### src/rtl/camera_frame_fsm_if.sv
// Control/status bundle between the top-level controller and the camera
// frame sequencer: frame request and exposure time in, pixel-array/ADC
// control lines and busy status out.
interface camera_frame_fsm_if #(
   parameter int EXP_WIDTH = 5,
   parameter int ROWS      = 2
);
   logic                 Init;
   logic [EXP_WIDTH-1:0] EX_time;
   logic                 Erase;
   logic                 Expose;
   logic [ROWS-1:0]      NRE;
   logic                 ADC;
   logic                 Busy;

   // Controller side: issues requests, observes array control and status.
   modport master (
      output Init,
      output EX_time,
      input  Erase,
      input  Expose,
      input  NRE,
      input  ADC,
      input  Busy
   );

   // Sequencer side: consumes requests, drives array control and status.
   modport slave (
      input  Init,
      input  EX_time,
      output Erase,
      output Expose,
      output NRE,
      output ADC,
      output Busy
   );
endinterface

### src/rtl/camera_frame_fsm.sv
// Camera frame sequencer: on a frame request it releases the pixel erase,
// exposes for a clamped number of cycles, then reads each row out in a
// 4-cycle slot (row enable low for three cycles, ADC strobe in the second).
// Every output comes straight from a flop.
module camera_frame_fsm #(
   parameter int EXP_WIDTH = 5,
   parameter int EXP_MIN   = 2,
   parameter int EXP_MAX   = 30,
   parameter int ROWS      = 2
) (
   input logic               Clk,
   input logic               Reset,
   camera_frame_fsm_if.slave bus
);

   localparam int ROW_W = (ROWS > 1) ? $clog2(ROWS) : 1;

   localparam logic [EXP_WIDTH-1:0] EXP_MIN_V = EXP_WIDTH'(EXP_MIN);
   localparam logic [EXP_WIDTH-1:0] EXP_MAX_V = EXP_WIDTH'(EXP_MAX);
   localparam logic [EXP_WIDTH-1:0] EXP_ONE   = EXP_WIDTH'(1);
   localparam logic [EXP_WIDTH-1:0] EXP_ZERO  = {EXP_WIDTH{1'b0}};
   localparam logic [ROWS-1:0]      NRE_IDLE  = {ROWS{1'b1}};
   localparam logic [ROWS-1:0]      ROW0_SEL  = ROWS'(1);
   localparam logic [ROW_W-1:0]     ROW_ZERO  = {ROW_W{1'b0}};
   localparam logic [ROW_W-1:0]     ROW_ONE   = ROW_W'(1);
   localparam logic [ROW_W-1:0]     LAST_ROW  = ROW_W'(ROWS - 1);

   typedef enum logic [1:0] {
      ST_IDLE    = 2'd0,
      ST_EXPOSE  = 2'd1,
      ST_READOUT = 2'd2
   } state_t;

   state_t               state_q,  state_d;
   logic [EXP_WIDTH-1:0] cnt_q,    cnt_d;     // exposure cycles still to go after the current one
   logic [ROW_W-1:0]     row_q,    row_d;
   logic [1:0]           slot_q,   slot_d;    // position inside the 4-cycle row slot
   logic                 erase_q,  erase_d;
   logic                 expose_q, expose_d;
   logic [ROWS-1:0]      nre_q,    nre_d;
   logic                 adc_q,    adc_d;
   logic                 busy_q,   busy_d;

   // Unsigned clamp of the requested exposure into [EXP_MIN, EXP_MAX].
   function automatic logic [EXP_WIDTH-1:0] clamp_exp(input logic [EXP_WIDTH-1:0] req);
      logic [EXP_WIDTH-1:0] res;
      if (req < EXP_MIN_V) begin
         res = EXP_MIN_V;
      end else if (req > EXP_MAX_V) begin
         res = EXP_MAX_V;
      end else begin
         res = req;
      end
      return res;
   endfunction

   // Active-low row enable vector with only the selected row pulled low.
   function automatic logic [ROWS-1:0] row_lo(input logic [ROW_W-1:0] row);
      return ~(ROW0_SEL << row);
   endfunction

   // Next-state and next-output decode; outputs are computed one cycle ahead
   // so that they can be registered without adding latency to the sequence.
   always_comb begin
      state_d  = state_q;
      cnt_d    = cnt_q;
      row_d    = row_q;
      slot_d   = slot_q;
      erase_d  = erase_q;
      expose_d = expose_q;
      nre_d    = nre_q;
      adc_d    = 1'b0;
      busy_d   = busy_q;

      case (state_q)
         ST_IDLE: begin
            row_d  = ROW_ZERO;
            slot_d = 2'd0;
            nre_d  = NRE_IDLE;
            if (bus.Init) begin
               // Latch the clamped exposure; the current cycle counts as the first.
               state_d  = ST_EXPOSE;
               cnt_d    = clamp_exp(bus.EX_time) - EXP_ONE;
               erase_d  = 1'b0;
               expose_d = 1'b1;
               busy_d   = 1'b1;
            end else begin
               state_d  = ST_IDLE;
               cnt_d    = EXP_ZERO;
               erase_d  = 1'b1;
               expose_d = 1'b0;
               busy_d   = 1'b0;
            end
         end

         ST_EXPOSE: begin
            if (cnt_q == EXP_ZERO) begin
               state_d  = ST_READOUT;
               expose_d = 1'b0;
               row_d    = ROW_ZERO;
               slot_d   = 2'd0;
               nre_d    = row_lo(ROW_ZERO);
            end else begin
               cnt_d    = cnt_q - EXP_ONE;
            end
         end

         ST_READOUT: begin
            if (slot_q == 2'd3) begin
               if (row_q == LAST_ROW) begin
                  state_d = ST_IDLE;
                  erase_d = 1'b1;
                  busy_d  = 1'b0;
                  nre_d   = NRE_IDLE;
                  row_d   = ROW_ZERO;
                  slot_d  = 2'd0;
               end else begin
                  row_d   = row_q + ROW_ONE;
                  slot_d  = 2'd0;
                  nre_d   = row_lo(row_q + ROW_ONE);
               end
            end else begin
               slot_d = slot_q + 2'd1;
               // Strobe the ADC in the middle of the row enable window.
               adc_d  = (slot_q == 2'd0);
               if (slot_q == 2'd2) begin
                  nre_d = NRE_IDLE;
               end else begin
                  nre_d = row_lo(row_q);
               end
            end
         end

         default: begin
            state_d  = ST_IDLE;
            cnt_d    = EXP_ZERO;
            row_d    = ROW_ZERO;
            slot_d   = 2'd0;
            erase_d  = 1'b1;
            expose_d = 1'b0;
            nre_d    = NRE_IDLE;
            busy_d   = 1'b0;
         end
      endcase
   end

   // State, counters and output registers; reset abandons any frame in flight.
   always_ff @(posedge Clk) begin
      if (!Reset) begin
         state_q  <= ST_IDLE;
         cnt_q    <= EXP_ZERO;
         row_q    <= ROW_ZERO;
         slot_q   <= 2'd0;
         erase_q  <= 1'b1;
         expose_q <= 1'b0;
         nre_q    <= NRE_IDLE;
         adc_q    <= 1'b0;
         busy_q   <= 1'b0;
      end else begin
         state_q  <= state_d;
         cnt_q    <= cnt_d;
         row_q    <= row_d;
         slot_q   <= slot_d;
         erase_q  <= erase_d;
         expose_q <= expose_d;
         nre_q    <= nre_d;
         adc_q    <= adc_d;
         busy_q   <= busy_d;
      end
   end

   assign bus.Erase  = erase_q;
   assign bus.Expose = expose_q;
   assign bus.NRE    = nre_q;
   assign bus.ADC    = adc_q;
   assign bus.Busy   = busy_q;

endmodule

### src/flat_wrapper.sv
// flat-port wrapper written by rule: the top's interface ports become plain ports
module camera_frame_fsm_flat 
#(
   parameter int EXP_WIDTH = 5,
   parameter int EXP_MIN   = 2,
   parameter int EXP_MAX   = 30,
   parameter int ROWS      = 2
)
  (Clk, Reset, bus_Init, bus_EX_time, bus_Erase, bus_Expose, bus_NRE, bus_ADC, bus_Busy);
  camera_frame_fsm_if #(.EXP_WIDTH(EXP_WIDTH), .ROWS(ROWS)) bus_i ();
  input logic Clk;
  input logic Reset;
  input wire logic [$bits(bus_i.Init)-1:0] bus_Init;
  input wire logic [$bits(bus_i.EX_time)-1:0] bus_EX_time;
  output wire logic [$bits(bus_i.Erase)-1:0] bus_Erase;
  output wire logic [$bits(bus_i.Expose)-1:0] bus_Expose;
  output wire logic [$bits(bus_i.NRE)-1:0] bus_NRE;
  output wire logic [$bits(bus_i.ADC)-1:0] bus_ADC;
  output wire logic [$bits(bus_i.Busy)-1:0] bus_Busy;
  assign bus_i.Init = bus_Init;
  assign bus_i.EX_time = bus_EX_time;
  assign bus_Erase = bus_i.Erase;
  assign bus_Expose = bus_i.Expose;
  assign bus_NRE = bus_i.NRE;
  assign bus_ADC = bus_i.ADC;
  assign bus_Busy = bus_i.Busy;
  camera_frame_fsm #(.EXP_WIDTH(EXP_WIDTH), .EXP_MIN(EXP_MIN), .EXP_MAX(EXP_MAX), .ROWS(ROWS)) u_core (.Clk(Clk), .Reset(Reset), .bus(bus_i));
endmodule
### config.mk
export PLATFORM = sky130hd
export DESIGN_NAME = camera_frame_fsm_flat
export DESIGN_NICKNAME = d
export VERILOG_FILES = /design/src/rtl/camera_frame_fsm_if.sv /design/src/rtl/camera_frame_fsm.sv /design/src/flat_wrapper.sv
export SDC_FILE = /design/constraint.sdc
export NUM_CORES = 1
export LEC_CHECK = 0
export CORE_MARGIN = 10
export CORE_UTILIZATION = 47
export CTS_CLUSTER_DIAMETER = 60
export DETAILED_ROUTE_END_ITERATION = 8
export PLACE_DENSITY_LB_ADDON = 0.25
export SLEW_MARGIN = 20
export SYNTH_ARGS = -nofsm -noshare
export SYNTH_HDL_FRONTEND = slang
export SYNTH_SLANG_ARGS = --single-unit
export TNS_END_PERCENT = 1
### constraint.sdc
create_clock -name Clk -period 2 [get_ports Clk]
set_input_delay 0.4 -clock Clk [delete_from_list [all_inputs] [get_ports Clk]]
set_output_delay 0.4 -clock Clk [all_outputs]
set_load 0.02 [all_outputs]
== After elaboration in Yosys (flattened, before gate mapping) ==
Cells that the tools add are included.

* Register bits after elaboration: 16
* Logic and storage cells: 71
* Input port bits: 8

* Add/sub/neg operators: 4
* Bitwise logic cells: 5
* Multiplexer cells: 32
* Reductions and logical operators: 9
* $lt $le $gt $ge: 2
* Equality and inequality tests: 8
* Shifts and indexed selects: 2

{| class="wikitable"
|+ Operator list
! operator !! count
|-
| $mux W5 || 6
|-
| $mux W2 || 8
|-
| $pmux W5 S3 || 1
|-
| $mux W1 || 10
|-
| $sub A5 B1 Y5 const B || 2
|-
| $pmux W1 S3 || 3
|-
| $pmux W2 S2 || 2
|-
| $eq A2 B2 Y1 const B || 3
|-
| $ne A2 B1 Y1 const B || 3
|-
| $pmux W2 S3 || 1
|-
| $reduce_and A2 Y1 || 3
|-
| $reduce_and A3 Y1 || 2
|-
| $gt A5 B5 Y1 const B || 1
|-
| $logic_not A5 Y1 || 1
|-
| $lt A5 B2 Y1 const B || 1
|-
| $logic_not A2 Y1 || 2
|-
| $not A2 Y2 || 2
|-
| $shl A1 B1 Y2 const A || 2
|-
| $not A1 Y1 || 3
|-
| $reduce_or A3 Y1 || 1
|-
| $add A2 B1 Y2 const B || 1
|-
| $eq A2 B1 Y1 const B || 1
|-
| $ne A2 B2 Y1 const B || 1
|-
| $pmux W1 S2 || 1
|-
| $add A1 B1 Y1 const B || 1
|}

== Depth between registers and ports, before layout ==
* Depth in word-level cells: 8
* Gate-level depth with buffers: 7

== Worst setup path after synthesis ==
No wires, ideal clock.

* Path type: input to register
* From: input port bus_EX_time[1]
* To: register u_core.cnt_q[4]
* Setup time: 0.117 ns
* Stages on the path: 7
* Slack: 0.056 ns
* Arrival time: 1.827 ns
* Cells stage by stage: or4_1 nand3_1 ha_1 nor3b_1 xnor2_1 o211ai_1 a32o_1

* Cells in the longest elaborated chain, start to end: 8

{| class="wikitable"
|+ Ends and longest elaborated chain
! item !! line !! RTL
|-
| start, declared || flat_wrapper.sv:14 || <nowiki>input wire logic [$bits(bus_i.EX_time)-1:0] bus_EX_time;</nowiki>
|-
| $gt A5 B5 Y1 || camera_frame_fsm.sv:49 || <nowiki>end else if (req > EXP_MAX_V) begin</nowiki>
|-
| $mux W5 || camera_frame_fsm.sv:49 ||
|-
| $mux W5 (*) || camera_frame_fsm.sv:47 || <nowiki>if (req < EXP_MIN_V) begin</nowiki>
|-
| $mux W5 (*) || camera_frame_fsm.sv:80 || <nowiki>if (bus.Init) begin</nowiki>
|-
| $mux W5 (*) || camera_frame_fsm.sv:75 || <nowiki>case (state_q)</nowiki>
|-
| $sub A5 B1 Y5 (*) || camera_frame_fsm.sv:83 || <nowiki>cnt_d = clamp_exp(bus.EX_time) - EXP_ONE;</nowiki>
|-
| $mux W5 (*) || camera_frame_fsm.sv:80 ||
|-
| $pmux W5 S3 (*) || camera_frame_fsm.sv:75 ||
|-
| end signal, assigned || camera_frame_fsm.sv:161 || <nowiki>cnt_q <= cnt_d;</nowiki>
|-
| end, declared || camera_frame_fsm.sv:35 || <nowiki>logic [EXP_WIDTH-1:0] cnt_q, cnt_d;</nowiki>
|}

Every way passes the cells marked *; elsewhere a longest branch is shown, timed or not. The select of a mux whose other input is x is not followed.
A chain may end at the register's enable or synchronous reset.

== Final worst setup path ==
* From: input port bus_EX_time[3]
* To: register u_core.cnt_q[4]

The elaborated chain is that of the path after synthesis.

==> impl_metrics.py <==
metrics = {
    "status": {
        "outcome": "complete, no violations",
    },
    "detailed_routing": {
        "top_layer": "met4",
        "routedWlPerCell_um": 14.3,
        "dr_total_vias": 887,
        "drtPass1Iterations": 4,
        "route.detailed.drc": 0,
        "drt_iter0_markers": 39,
        "wl_met3_um": 119,
        "dr_wl_met2_mm": 1.14,
        "ant_nets": 0,
        "wl_met1_um": 982,
        "totalWireLength_mm": 2.28,
        "via_per_inst": 5.58,
    },
    "sta": {
        "max_freq_mhz": 517,
        "setup_ws_ns": 0.0668,
        "min_period_over_period_pct": 96.7,
        "maxSlewHeadroom_pct": 69.7,
        "setup_violations": 0,
        "finalCriticalPeriod_ns": 1.93,
        "worstMarginPinSlew_ns": 0.454,
        "hold_viol": 0,
        "maxSlewViolCount": 0,
        "fin_skew_ns": 0.00925,
    },
    "die": {
        "die_area_um2": 4190,
        "initial_utilization_pct": 48.9,
        "io_pins": 14,
        "fp-row-count": 16,
        "die_w_um": 64.7,
        "core_um2": 1920,
        "dieHeight_um": 64.7,
    },
    "setup_path": {
        "critPathKind": "in -> reg",
        "r2r-start": "u_core.cnt_q[0]$_SDFFE_PN0P_",
        "setup.worst_path.start_class": "primary input",
        "r2r_setup_slack_ns": 0.35,
        "cp.arrival_ns": 2.13,
        "worstPathRequired_ns": 2.20,
        "worstReg2RegEnd": "u_core.bus.Expose$_SDFFE_PN0P_",
        "r2r_cells": 7,
        "cp_max_fo": 2,
        "worstSetupEndpointType": "register",
    },
    "cts": {
        "clk_pin_slew_ns": 0.10,
        "clkSinkCount": 16,
        "clockBufferDepth": 2,
        "cts_tree": "built",
        "cts_root_buf": "clkbuf_4",
        "cts_made_buffers": 3,
        "cts_hold_buffers": 0,
        "clk_latency_ns": 0.29,
        "cts.htree.levels": 1,
    },
    "finish": {
        "regArea_um2": 320,
        "multi_input_area_um2": 621,
        "areaGrowthSynthToFinish_pct": 31.4,
        "antennaDiodeCount": 0,
        "drive_gt1_share_pct": 15.2,
        "utilization_pct": 64.3,
        "nets": 148,
        "final_common_cell": "dfxtp_1",
        "layout_common_cells": "16 x dfxtp_1, 11 x nand2_1, 10 x clkdlybuf4s50_1, 9 x buf_4, 7 x inv_1",
        "num-fill-cells": 182,
    },
    "grt": {
        "antenna_found_initial": 0,
        "grt_pass1_wl_mm": 3.87,
        "grt_pass1_vias": 898,
        "grt_usage_pct": 11.2,
        "grt_overflow": 0,
        "grt_max_degree": 15,
    },
    "logic_synthesis": {
        "yosysWarnings": 0,
        "syn_avg_cell_area_um2": 8.62,
        "ys_ff_latch": 16,
        "synth_cell_types": 35,
        "syn_inst": 109,
        "synth_seq_area_share_pct": 34.1,
        "synthesis.area_um2": 940,
        "syn_nets": 124,
    },
    "power_and_ir_drop": {
        "peakVddDrop_uv": 670,
        "power.density_nw_per_um2": 963,
        "p_leak_nw": 0.485,
    },
    "run": {
        "cap_violations": 0,
    },
    "worst_hold_path": {
        "worstHoldEndpoint": "u_core.bus.Expose$_SDFFE_PN0P_",
        "hold_class": "reg -> reg",
        "worstHoldPathCells": 2,
        "hp-start": "u_core.bus.Expose$_SDFFE_PN0P_",
    },
    "placement": {
        "gp_congestion": 0.852,
        "pre_cts_ws_ns": -0.474,
        "dp_hpwl_mm": 1.73,
        "portBuffers": 13,
    },
}
[Yosys cell counts (all sizes together)]
cell / n / area [µm²]
a32oi: 1 / 8.76
nand2: 11 / 41.3
a221oi: 1 / 8.76
nor3: 5 / 25.0
a21o: 1 / 7.51
nand4: 3 / 18.8
and3: 1 / 6.26
dfxtp: 16 / 320
or3: 1 / 6.26
o22ai: 1 / 6.26
mux2i: 2 / 20.0
a31o: 1 / 8.76
o211ai: 3 / 22.5
nor2: 4 / 17.5
nand3: 5 / 25.0
buf: 1 / 5.00
nor4b: 1 / 23.8
o221ai: 1 / 8.76
nand4b: 1 / 8.76
clkbuf: 2 / 7.51
a21oi: 6 / 30.0
xor2: 1 / 8.76
a21boi: 7 / 52.6
ha: 7 / 87.6
xnor2: 2 / 17.5
nor3b: 2 / 15.0
nand2b: 4 / 25.0
o21ai: 4 / 20.0
or4: 1 / 7.51
inv: 7 / 26.3
a32o: 2 / 20.0
o211a: 2 / 20.0
nor2b: 2 / 12.5
[metal layers]
metal / up-vias / global-route usage, %
met5: - / 0
met4: 0 / 5.08
met3: 5 / 3.09
met2: 21 / 19.7
met1: 416 / 12.1
li1: 445 / -
[cell families after synthesis]
family / synth area share [%]
adder cells (fa/ha/maj): 9.32
buffers and inverters: 4.13
XOR/XNOR: 2.80
flip-flops: 34.1
AO/OA/AOI/OAI: 22.8
multiplexers: 2.13
AND/OR/NAND/NOR: 24.8
[repair_timing]
item / in CTS / in global routing
buffers inserted: 1 / 0
resized for setup: 7 / 3
endpoints found under the setup margin: 2 / 2
pin swaps: 5 / 3
[stage by stage]
stage	instances	setup TNS, ns	hold WS, ns	area (µm²)	power, W
5_1_grt	159	-0.00756	0.524	1230	0.00128
2_1_floorplan	109	0	0.469	940	0.000790
4_1_cts	159	0	0.487	1220	0.00120
3_5_place_dp	154	-0.939	0.466	1150	0.000970
3_3_place_gp	154	-0.666	0.455	1150	0.000952
6_report	159	0	0.481	1230	0.00119
[cell type report]
class	count	area share (%)
timing repair buffer	22	16.0
sequential	16	25.9
tap	27	2.74
multi-input combinational	83	50.3
clock buffer	4	2.94
inverter	7	2.13
[worst max-delay path: stages]
cell	delay, ns
clkdlybuf4s50_1	0.42
or4_4	0.44
nand3_4	0.09
ha_4	0.14
nor3b_4	0.18
xnor2_1	0.14
o211ai_1	0.11
a32o_1	0.21
[power by group]
part	switching, W	total (W)	internal [W]
Sequential	0.0000480	0.000426	0.000378
Clock	0.000107	0.000218	0.000111
Combinational	0.000286	0.000545	0.000260
[worst max path at each step]
stage / endpoint / depth (start not counted) / slack, ns / start
after floorplan: u_core.cnt_q[4]$_SDFFE_PN0P_ / 7 / 0.06 / bus_EX_time[1]
after global routing: u_core.cnt_q[4]$_SDFFE_PN0P_ / 9 / -0.008 / bus_EX_time[3]
after global placement: u_core.cnt_q[4]$_SDFFE_PN0P_ / 8 / -0.38 / bus_EX_time[1]
after CTS: u_core.cnt_q[4]$_SDFFE_PN0P_ / 8 / 0.01 / bus_EX_time[3]
final: u_core.cnt_q[4]$_SDFFE_PN0P_ / 8 / 0.07 / bus_EX_time[3]
after detailed placement: u_core.cnt_q[4]$_SDFFE_PN0P_ / 8 / -0.47 / bus_EX_time[1]
[state kept, by name, indices dropped and copies added, names as in the netlist]
signal             cells
u_core.cnt_q           5
u_core.bus.NRE         2
u_core.slot_q          2
u_core.state_q         2
u_core.bus.ADC         1
u_core.bus.Busy        1
u_core.bus.Erase       1
u_core.bus.Expose      1
u_core.row_q           1
No activity file was read; power rests on OpenSTA's default activity.
